### config.mk
export PLATFORM = sky130hd
export DESIGN_NAME = bit_serializer_flat
export DESIGN_NICKNAME = d
export VERILOG_FILES = /design/src/rtl/bit_serializer_pkg.sv /design/src/rtl/bit_serializer_if.sv /design/src/rtl/ser_hold_buf.sv /design/src/rtl/bit_serializer.sv /design/src/flat_wrapper.sv
export SDC_FILE = /design/constraint.sdc
export NUM_CORES = 1
export LEC_CHECK = 0
export BUFFER_PORTS_ARGS = -buffer_cell sky130_fd_sc_hd__buf_2
export CORE_MARGIN = 2
export CORE_UTILIZATION = 45
export CTS_BUF_LIST = sky130_fd_sc_hd__clkbuf_4 sky130_fd_sc_hd__clkbuf_8
export DETAILED_ROUTE_END_ITERATION = 12
export PLACE_DENSITY_LB_ADDON = 0.1
export SLEW_MARGIN = 20
export SYNTH_ARGS = -nofsm -noshare
export SYNTH_HDL_FRONTEND = slang
export SYNTH_SLANG_ARGS = --single-unit
### constraint.sdc
create_clock -name clk -period 1.8 [get_ports clk]
set_input_delay 0.18 -clock clk [delete_from_list [all_inputs] [get_ports clk]]
set_output_delay 0.18 -clock clk [all_outputs]
set_load 0.03 [all_outputs]
### src/rtl/bit_serializer_pkg.sv
// Shared types and helpers for the bit serializer front end.
package bit_serializer_pkg;

   typedef enum logic [0:0] {IDLE, SHIFT} ser_state_t;

   // Bit-counter width; never below one bit.
   function automatic int unsigned cnt_width(input int unsigned width);
      return (width <= 1) ? 1 : $clog2(width);
   endfunction

endpackage

### src/rtl/bit_serializer_if.sv
// Load handshake and serial output bundle between an upstream source and the serializer.
interface bit_serializer_if #(
   parameter int unsigned WIDTH = 8
) ();

   logic [WIDTH-1:0] data_in;
   logic             load_valid;
   logic             load_ready;
   logic             out;
   logic             out_valid;
   logic             last;
   logic             busy;

   modport master (
      output data_in, load_valid,
      input  load_ready, out, out_valid, last, busy
   );

   modport slave (
      input  data_in, load_valid,
      output load_ready, out, out_valid, last, busy
   );

endinterface

### src/rtl/ser_hold_buf.sv
// One-entry holding buffer; lets the next word wait while the shifter is busy.
module ser_hold_buf #(
   parameter int unsigned WIDTH = 8
) (
   input  logic             clk,
   input  logic             reset,
   input  logic             push,
   input  logic             pop,
   input  logic [WIDTH-1:0] data_in,
   output logic [WIDTH-1:0] hold_data,
   output logic             hold_full
);

   logic [WIDTH-1:0] data_q, data_d;
   logic             full_q, full_d;

   always_comb begin
      data_d = data_q;
      full_d = full_q;
      if (pop) begin
         full_d = 1'b0;
      end
      if (push) begin
         data_d = data_in;
         full_d = 1'b1;
      end
   end

   always_ff @(posedge clk or posedge reset) begin
      if (reset) begin
         data_q <= '0;
         full_q <= 1'b0;
      end else begin
         data_q <= data_d;
         full_q <= full_d;
      end
   end

   assign hold_data = data_q;
   assign hold_full = full_q;

endmodule

### src/rtl/bit_serializer.sv
// Parallel-to-serial converter: one bit per clock, gapless across words via a one-entry buffer.
module bit_serializer
   import bit_serializer_pkg::*;
#(
   parameter int unsigned WIDTH     = 8,
   parameter bit          MSB_FIRST = 1'b1
) (
   input logic             clk,
   input logic             reset,
   bit_serializer_if.slave bus
);

   localparam int unsigned    CntW    = cnt_width(WIDTH);
   localparam logic [CntW-1:0] LastCnt = CntW'(WIDTH - 1);

   ser_state_t        state_q, state_d;
   logic [WIDTH-1:0]  shreg_q, shreg_d;
   logic [CntW-1:0]   bit_cnt_q, bit_cnt_d;

   logic [WIDTH-1:0]  hold_data;
   logic              hold_full;
   logic              accept;
   logic              at_last;
   logic              direct_load;
   logic              push;
   logic              pop;
   logic              out_bit;
   logic [WIDTH-1:0]  shifted;

   assign bus.load_ready = !hold_full && !reset;
   assign accept         = bus.load_valid && bus.load_ready;
   assign at_last        = (state_q == SHIFT) && (bit_cnt_q == LastCnt);

   // A word bypasses the buffer when the shifter is free now or frees on this edge.
   assign direct_load = accept && ((state_q == IDLE) || (at_last && !hold_full));
   assign push        = accept && !direct_load;
   assign pop         = at_last && hold_full;

   assign out_bit = MSB_FIRST ? shreg_q[WIDTH-1] : shreg_q[0];
   assign shifted = MSB_FIRST ? {shreg_q[WIDTH-2:0], 1'b0} : {1'b0, shreg_q[WIDTH-1:1]};

   always_comb begin
      state_d   = state_q;
      shreg_d   = shreg_q;
      bit_cnt_d = bit_cnt_q;
      unique case (state_q)
         IDLE: begin
            if (accept) begin
               shreg_d   = bus.data_in;
               bit_cnt_d = '0;
               state_d   = SHIFT;
            end
         end
         SHIFT: begin
            if (!at_last) begin
               shreg_d   = shifted;
               bit_cnt_d = bit_cnt_q + CntW'(1);
            end else if (hold_full) begin
               shreg_d   = hold_data;
               bit_cnt_d = '0;
            end else if (accept) begin
               shreg_d   = bus.data_in;
               bit_cnt_d = '0;
            end else begin
               shreg_d   = shifted;
               bit_cnt_d = '0;
               state_d   = IDLE;
            end
         end
         default: state_d = IDLE;
      endcase
   end

   always_ff @(posedge clk or posedge reset) begin
      if (reset) begin
         state_q   <= IDLE;
         shreg_q   <= '0;
         bit_cnt_q <= '0;
      end else begin
         state_q   <= state_d;
         shreg_q   <= shreg_d;
         bit_cnt_q <= bit_cnt_d;
      end
   end

   ser_hold_buf #(
      .WIDTH (WIDTH)
   ) u_hold (
      .clk       (clk),
      .reset     (reset),
      .push      (push),
      .pop       (pop),
      .data_in   (bus.data_in),
      .hold_data (hold_data),
      .hold_full (hold_full)
   );

   assign bus.out_valid = (state_q == SHIFT);
   assign bus.out       = bus.out_valid && out_bit;
   assign bus.last      = at_last;
   assign bus.busy      = bus.out_valid || hold_full;

endmodule

### src/flat_wrapper.sv
// flat-port wrapper written by rule: the top's interface ports become plain ports
module bit_serializer_flat import bit_serializer_pkg::*;
#(
   parameter int unsigned WIDTH     = 8,
   parameter bit          MSB_FIRST = 1'b1
)
  (clk, reset, bus_data_in, bus_load_valid, bus_load_ready, bus_out, bus_out_valid, bus_last, bus_busy);
  bit_serializer_if #(.WIDTH(WIDTH)) bus_i ();
  input logic clk;
  input logic reset;
  input wire logic [$bits(bus_i.data_in)-1:0] bus_data_in;
  input wire logic [$bits(bus_i.load_valid)-1:0] bus_load_valid;
  output wire logic [$bits(bus_i.load_ready)-1:0] bus_load_ready;
  output wire logic [$bits(bus_i.out)-1:0] bus_out;
  output wire logic [$bits(bus_i.out_valid)-1:0] bus_out_valid;
  output wire logic [$bits(bus_i.last)-1:0] bus_last;
  output wire logic [$bits(bus_i.busy)-1:0] bus_busy;
  assign bus_i.data_in = bus_data_in;
  assign bus_i.load_valid = bus_load_valid;
  assign bus_load_ready = bus_i.load_ready;
  assign bus_out = bus_i.out;
  assign bus_out_valid = bus_i.out_valid;
  assign bus_last = bus_i.last;
  assign bus_busy = bus_i.busy;
  bit_serializer #(.WIDTH(WIDTH), .MSB_FIRST(MSB_FIRST)) u_core (.clk(clk), .reset(reset), .bus(bus_i));
endmodule
==> qor.txt, run 1 <==
Synth Cell Area - 0.00103 mm²
Initial antenna violation count - 0
Remaining DRCs - 0
Max stage delay on crit path - 0.40 ns
Clk_skew - 0.00319 ns
Worst min path class - in2reg
ANT cells - 0
Worst-Skew Late Latency - 0.30 ns
Setup CP Type - reg2out
Yosys top cell area share - 0.512
Layout area overhead - 18.3%
Die area - 0.00268 mm²
Final hold vios - 0
Most used cell, CP - ha_2
Syn Nets - 109
Cell count after synthesis - 96
MaxCap Viol Count - 0
Routability congestion estimate - 0.812
CP required - 1.62 ns
Vias in the first global route - 762
Sequential fraction of the synthesis area - 0.512
Avg WL per Cell - 15.0 µm
CTS Buf Count - 3
Worst-path clk slew - 0.12 ns
CTS tree - done
Slew Limit Headroom - 0.716
Iter 0 DRT Violations - 31
CTS H-Tree Depth - 1
Top post-synthesis cells by area - dfrtp_1 (51%), mux2_2 (8.8%), nand2_1 (7.0%), a222oi_1 (3.9%), o211ai_1 (2.9%)
Largest net degree at the start of global routing - 22
Drt pass-1 iters - 5
Syn_area_per_cell - 10.7 µm²
CP startpoint kind - register
Port bufs - 15
Final ANT Viol Nets - 0
Core Region - 0.00219 mm²
CTS Root Cell - clkbuf_4
Buffer and inverter count on the worst path - 3
Share of layout cells above drive strength 1 - 0.378
Register area - 527 µm²
Power per cell area - 1550 mW/mm²
Ys flop type - dfrtp_1
Synth unique cells - 28
Top post-synthesis cells by count - dfrtp_1 (21), nand2_1 (19), mux2_2 (8)
Final setup violation count - 0
Critical Path End Type - primary output
#FFs+latches synth - 21
Via count - 814
Layout Cells excl Fill - 147
Total Wirelength - 2.21 mm
Status - complete, no violations
Ys async rst share - 1.00
Cell Chain, Critical Path - ha_2 -> ha_2 -> buf_6 -> inv_4 -> nor2_2 -> buf_4
First-pass GRT wire length - 3.75 mm
Met1 Use GR - 0.273
CP Data Arrival Time - 1.53 ns
# placed instances - 142
Met2 Use GR - 0.303
Most used routing layer - met2
Die extent in y - 51.8 µm
Overall Global Routing Usage - 0.194
Final Max Tran Viols - 0
Area occupied by multi-input gates - 463 µm²
HPWL Detailed - 1.58 mm
CP max FO - 8
Top-count cell post-synth - dfrtp_1
Lkg Pwr - 0.578 nW
Post-synth top area cell - dfrtp_1
Nets - 133
Global Route met3 Usage - 0.0345
Critical path's slowest cell - dfrtp_1
Number of synthesized flops with an enable pin - 0
Via density per instance - 5.54
Fillers - 194
Bufs on Longest Clock Path - 2
Tot Pwr - 1.88 mW
Tcrit/Tclk final - 0.950
Worst-Margin Slew - 0.425 ns
Clock sinks - 21
Final min period - 1.71 ns
Syn. warnings - 0
I/O Pins - 16
CP delay by family, top - flip-flops
Rows - 17
Final TNS setup - 0 ns
Fmax achieved - 0.585 GHz
Grt ovf - 0
Initial Util - 0.468
Die width - 51.8 µm
Peak VDD IR - 0.839 mV
## power by group
group / leakage, nW / internal (mW) / switching (mW)
clock: 0.0177 / 0.0828 / 0.144
combinational: 0.303 / 0.365 / 0.434
sequential: 0.257 / 0.694 / 0.161
## worst paths after layout
| path | startpoint | end | slack (ns) | depth (start not counted) |
|---|---|---|---|---|
| min in group asynchronous | reset | u_core.shreg_q[4] | 0.48 | 4 |
| max in group asynchronous | reset | u_core.bus.out_valid | 1.09 | 4 |
| max | u_core.bit_cnt_q[0] | bus_last | 0.09 | 6 |
| max reg2reg | u_core.bit_cnt_q[0] | u_core.u_hold.hold_data[0] | 0.19 | 5 |
| min reg2reg | u_core.shreg_q[0] | u_core.shreg_q[1] | 0.50 | 2 |
| min | bus_data_in[5] | u_core.shreg_q[5] | 0.10 | 3 |
## what timing repair did
action | 4_1_cts | 5_1_grt
endpoints found under the setup margin | 1 | 1
gates resized for setup | 2 | 6
gates cloned | 0 | 0
setup buffers | 0 | 0
hold buffers | 1 | 0
endpoints found under the hold margin | 21 | 0
## layer usage
metal  share of wire  wire (µm)
met5               0          0
met4          0.0059         13
met3           0.047        103
met2            0.49       1080
met1            0.46       1020
## registers in the layout (all words and copies together) (netlist names)
name	flops
u_core.bit_cnt_q	3
u_core.bus.out_valid	1
u_core.shreg_q	8
u_core.u_hold.hold_data	8
u_core.u_hold.hold_full	1
## final cells by class
cell class	count	share of cell area
Inverter	4	0.0144
Clock inverter	1	0.00412
Clock buffer	3	0.0186
Timing Repair Buffer	23	0.119
Sequential cell	21	0.434
Multi-Input combinational cell	67	0.381
Tap cell	28	0.0289
## cell usage in the layout (no fill, tap or decap)
| cell | Yosys | final |
|---|---|---|
| o21ai_0 | 4 | 4 |
| and2_1 | 1 | 1 |
| mux2_2 | 8 | 8 |
| and3_4 | 1 | 1 |
| buf_6 | 2 | 1 |
| clkinv_2 | 0 | 1 |
| clkinv_1 | 1 | 1 |
| buf_4 | 0 | 7 |
| ha_2 | 0 | 2 |
| nor3b_4 | 1 | 1 |
| a21oi_1 | 1 | 1 |
| o211ai_1 | 4 | 4 |
| or3_1 | 1 | 1 |
| nor2_2 | 0 | 1 |
| a31oi_2 | 1 | 1 |
| buf_2 | 0 | 14 |
| a222oi_1 | 4 | 4 |
| nand2_2 | 1 | 1 |
| nand2_1 | 19 | 19 |
| and3_1 | 1 | 1 |
| o211a_1 | 1 | 1 |
| nand3b_1 | 1 | 1 |
| nor2_1 | 5 | 4 |
| dfrtp_1 | 21 | 20 |
| dfrtp_2 | 0 | 1 |
| inv_4 | 0 | 1 |
| nand3_1 | 3 | 3 |
| a31oi_1 | 2 | 2 |
| nor2b_1 | 1 | 1 |
| dlygate4sd3_1 | 0 | 1 |
| o22ai_1 | 2 | 2 |
| inv_1 | 3 | 2 |
| clkbuf_4 | 0 | 3 |
| or3b_1 | 1 | 1 |
| and3_2 | 2 | 2 |
## tightest hold or removal path, stage by stage
cell and delay, ns:
buf_2 0.08, a222oi_1 0.06, nand2_1 0.06
## cells by family after synthesis
logic type      after synthesis  synth area share
mux                           8            0.0878
buf+inv                       8            0.0439
fa+ha+maj                     2            0.0244
compound gates               19             0.139
flops                        21             0.512
simple gates                 38             0.193
## per-stage QoR
| step | setup slack, ns | util | hold slack (ns) | cell area, µm² |
|---|---|---|---|---|
| after global placement | 0.216 | 0.529 | 0.277 | 1160 |
| final | 0.0904 | 0.554 | 0.104 | 1210 |
| after CTS | 0.00384 | 0.547 | 0.0985 | 1200 |
| after detailed placement | 0.168 | 0.529 | 0.279 | 1160 |
| after floorplan | 0.124 | - | 0.157 | 1030 |
| after global routing | -0.00818 | 0.554 | 0.0996 | 1210 |
Power figures use the tool's default switching activity.
==> run 2: changes to the inputs <==
- clock period: 1.8 -> 1.9 ns (I/O delays scaled with it)
==> qor.txt, run 2 (synthesis gave the netlist of run 1 again) <==
Final min period - 1.76 ns
Status - complete, no violations
Commonest non-fill, non-tap cell in the layout - dfrtp_1
Max stage delay on crit path - 0.38 ns
ANT cells - 0
CP required - 1.71 ns
Slew Limit Headroom - 0.767
Minimum hold slack - 0.119 ns
Bufs on Longest Clock Path - 2
Largest net degree at the start of global routing - 22
Area of placed instances - 0.00114 mm²
Worst r2r src - u_core.u_hold.hold_full
Rows - 17
Critical Path End Type - primary output
CTS Buf Count - 3
Cell Chain, Critical Path - ha_1 -> ha_2 -> buf_4 -> inv_2 -> nor2_1 -> clkbuf_4
Min-Delay Startpoint - bus_data_in[3]
# Post-CTS Setup Buffers - 0
RSZ-0062 raised after global routing - false
Post-Layout Inst Area - 0.00118 mm²
CTS Root Cell - clkbuf_4
Setup CP Type - reg2out
CP startpoint kind - register
First-pass GRT wire length - 3.75 mm
Place WS - 0.207 ns
Lkg Pwr - 0.565 nW
Final TNS setup - 0 ns
# placed instances - 139
Tcrit/Tclk final - 0.925
Total Wirelength - 2.05 mm
Initial antenna violation count - 0
Port bufs - 15
Avg WL per Cell - 14.3 µm
Reg2Reg Setup Slack - 0.26 ns
WHS Path Cells - 3
Remaining DRCs - 0
Worst-path clk slew - 0.12 ns
MaxCap Viol Count - 0
CP max FO - 7
Grt ovf - 0
Worst-Skew Late Latency - 0.30 ns
Post-layout util - 0.539
Final hold vios - 0
Setup slack after layout - 0.142 ns
Buffer and inverter count on the worst path - 3
Tot Pwr - 1.73 mW
Nets - 130
R2r endpoint - u_core.shreg_q[6]
Cell depth of the worst flop-to-flop path - 4
CTS tree - done
Via density per instance - 5.58
CTS H-Tree Depth - 1
Power per cell area - 1460 mW/mm²
Final Max Tran Viols - 0
Die area - 0.00268 mm²
Routability congestion estimate - 0.783
Worst min path class - in2reg
Critical path's slowest cell - dfrtp_1
Peak VDD IR - 0.736 mV
Layout area overhead - 15.1%
Die width - 51.8 µm
Vias in the first global route - 854
Final setup violation count - 0
I/O Pins - 16
Via count - 804
Core Region - 0.00219 mm²
Share of layout cells above drive strength 1 - 0.336
Final ANT Viol Nets - 0
HPWL Detailed - 1.52 mm
Layout Cells excl Fill - 144
CP Data Arrival Time - 1.57 ns
Clk_skew - 0.00979 ns
Most frequent cells in the layout - dfrtp_1 (21), nand2_1 (19), buf_2 (14)
WHS Endpoint - u_core.shreg_q[3]
Drt pass-1 iters - 5
Fmax achieved - 0.569 GHz
Clock sinks - 21
Die extent in y - 51.8 µm
Iter 0 DRT Violations - 21
Overall Global Routing Usage - 0.191
CP delay by family, top - buffers and inverters
Worst-Margin Slew - 0.348 ns
Initial Util - 0.468
## run 2: cell count changes in the layout (fill, tap and decap cells not counted), sizes merged
cell and delta:
clkbuf +2, clkinv -1, buf -4
## run 2: timing repair
item,4_1_cts,5_1_grt
hold buffers,1,0
resized for setup,0,3
endpoints found under the setup margin,0,1
endpoints found under the hold margin,21,0
## run 2: how the worst max path moves through the flow
stage / startpoint / depth (start not counted) / endpoint
after detailed placement: u_core.bit_cnt_q[0] / 5 / u_core.u_hold.hold_data[0]
after global placement: u_core.bit_cnt_q[0] / 5 / u_core.u_hold.hold_data[5]
after CTS: u_core.bit_cnt_q[0] / 6 / bus_last
after floorplan: u_core.bit_cnt_q[0] / 6 / u_core.u_hold.hold_full
after global routing: u_core.bit_cnt_q[0] / 6 / bus_last
final: u_core.bit_cnt_q[0] / 6 / bus_last
## run 2: where the power goes
part	leakage, nW	total [mW]	internal (mW)	switching (mW)
Clock	0.0184	0.225	0.0960	0.129
Sequential	0.258	0.799	0.655	0.143
Combinational	0.289	0.702	0.312	0.390
Total	0.565	1.73	1.06	0.662
## run 2: worst register-to-register path, cell delays in order (launching register included)
cell,delay (ns)
dfrtp_1,0.52
or3b_1,0.54
and3_4,0.25
a31oi_2,0.14
nand3_1,0.09
## run 2: routing by layer
layer  global-route usage  wire [µm]  vias up
met5                    0          0        -
met3               0.0546         65        2
met1                0.249        975      399
met2                0.312        999       15
li1                     -          -      388
met4               0.0526         13        0
## run 2: cell type report
| class | instances | area [µm²] |
|---|---|---|
| clock buffers | 4 | 30.0 |
| fillers | 196 | 1010 |
| inverters | 4 | 15.0 |
| multi-input cells | 67 | 458 |
| flip-flops and latches | 21 | 526 |
| well taps | 28 | 35.0 |
| repair buffers | 20 | 118 |
==> run 3: changes to the inputs <==
==> constraint.sdc (replaced) <==
create_clock -name clk -period 1.8 [get_ports clk]
set_input_delay 0.09 -clock clk [delete_from_list [all_inputs] [get_ports clk]]
set_output_delay 0.09 -clock clk [all_outputs]
set_load 0.03 [all_outputs]
==> qor.txt, run 3 (synthesis gave the netlist of run 1 again) <==
Die extent in y - 51.8 µm
ANT cells - 0
CTS tree - done
Remaining DRCs - 0
I/O Pins - 16
Status - complete, no violations
Vias in the first global route - 762
Layout Cells excl Fill - 147
Final setup violation count - 0
Iter 0 DRT Violations - 25
CTS Root Cell - clkbuf_4
MaxCap Viol Count - 0
Final min period - 1.67 ns
Most frequent cells in the layout - dfrtp_1 (21), nand2_1 (19), buf_2 (14)
CTS Buf Count - 3
CP required - 1.71 ns
Peak VDD IR - 0.837 mV
Share of layout cells above drive strength 1 - 0.353
Place WS - 0.168 ns
Fmax achieved - 0.598 GHz
Clk_skew - 0.00363 ns
Worst-path clk slew - 0.12 ns
Initial antenna violation count - 0
Overall Global Routing Usage - 0.194
Final TNS setup - 0 ns
Grt ovf - 0
Worst-Margin Slew - 0.433 ns
Via density per instance - 5.53
CP startpoint kind - register
Critical path's slowest cell - dfrtp_1
Final Max Tran Viols - 0
CTS H-Tree Depth - 1
Max stage delay on crit path - 0.41 ns
Rows - 17
Via count - 813
Most used cell, CP - buf_4
Slew Limit Headroom - 0.711
First-pass GRT wire length - 3.75 mm
Drt pass-1 iters - 5
Commonest non-fill, non-tap cell in the layout - dfrtp_1
Port bufs - 15
Tcrit/Tclk final - 0.929
Final hold vios - 0
Avg WL per Cell - 14.6 µm
Power per cell area - 1540 mW/mm²
HPWL Detailed - 1.58 mm
Core Region - 0.00219 mm²
Critical Path End Type - primary output
# Post-CTS Setup Buffers - 0
CP Data Arrival Time - 1.58 ns
Layout area overhead - 17.1%
Worst min path class - in2reg
Routability congestion estimate - 0.812
CP max FO - 8
Final ANT Viol Nets - 0
Die width - 51.8 µm
Setup CP Type - reg2out
Cell Chain, Critical Path - ha_1 -> ha_2 -> buf_4 -> inv_2 -> nor2_1 -> buf_4
Setup slack after layout - 0.128 ns
Clock sinks - 21
Nets - 133
# placed instances - 142
Initial Util - 0.468
RSZ-0062 raised after global routing - false
Bufs on Longest Clock Path - 2
Lkg Pwr - 0.579 nW
Die area - 0.00268 mm²
Total Wirelength - 2.14 mm
Largest net degree at the start of global routing - 22
Fillers - 196
Worst-Skew Late Latency - 0.30 ns
[run 3: routing by layer]
| layer | wire length, µm | GRT usage | vias to the layer above |
|---|---|---|---|
| met2 | 1060 | 0.303 | 19 |
| met3 | 104 | 0.0345 | 2 |
| met4 | 13 | 0.0658 | 0 |
| li1 | - | - | 398 |
| met1 | 965 | 0.273 | 394 |
| met5 | 0 | 0 | - |
[run 3: power by group]
| part | internal, mW | leakage, nW | switching (mW) |
|---|---|---|---|
| clock network | 0.0827 | 0.0177 | 0.143 |
| logic | 0.353 | 0.303 | 0.424 |
| registers | 0.691 | 0.258 | 0.152 |
| total | 1.13 | 0.579 | 0.719 |
[run 3: area by class of cell]
type,instances,area (µm²),share of cell area
timing repair buffer,23,140,0.117
sequential,21,526,0.438
clock inverter,1,5.00,0.00417
multi-input combinational,67,458,0.381
inverter,4,15.0,0.0125
tap,28,35.0,0.0292
clock buffer,3,22.5,0.0188
[run 3: worst max-delay path, delay by kind of cell, from the launching register on]
family        cells  cell delay, ns
fa+ha+maj         2            0.41
buf+inv           3            0.42
flops             1            0.41
simple gates      1            0.06
[run 3: worst paths after layout]
check	start	to	slack, ns	cells past startpoint
max reg2reg	u_core.bit_cnt_q[0]	u_core.u_hold.hold_data[7]	0.20	5
max	u_core.bit_cnt_q[0]	bus_last	0.13	6
min	bus_data_in[5]	u_core.shreg_q[5]	0.01	3
max in group asynchronous	reset	u_core.u_hold.hold_data[0]	1.20	4
min reg2reg	u_core.shreg_q[0]	u_core.shreg_q[1]	0.50	2
min in group asynchronous	reset	u_core.shreg_q[4]	0.39	4
[run 3: metrics by stage]
| stage | utilization | cell area (µm²) | power [mW] | hold WS, ns |
|---|---|---|---|---|
| floorplan | - | 1030 | 1.40 | 0.0665 |
| global placement | 0.529 | 1160 | 1.60 | 0.187 |
| detailed placement | 0.529 | 1160 | 1.62 | 0.189 |
| CTS | 0.546 | 1200 | 1.85 | 0.00848 |
| global route | 0.548 | 1200 | 2.01 | 0.00958 |
| finish | 0.548 | 1200 | 1.85 | 0.0147 |
[run 3: timing repair]
item | 4_1_cts | 5_1_grt
setup endpoints to repair | 0 | 1
endpoints found under the hold margin | 21 | 0
hold buffers | 1 | 0
gates resized for setup | 0 | 4
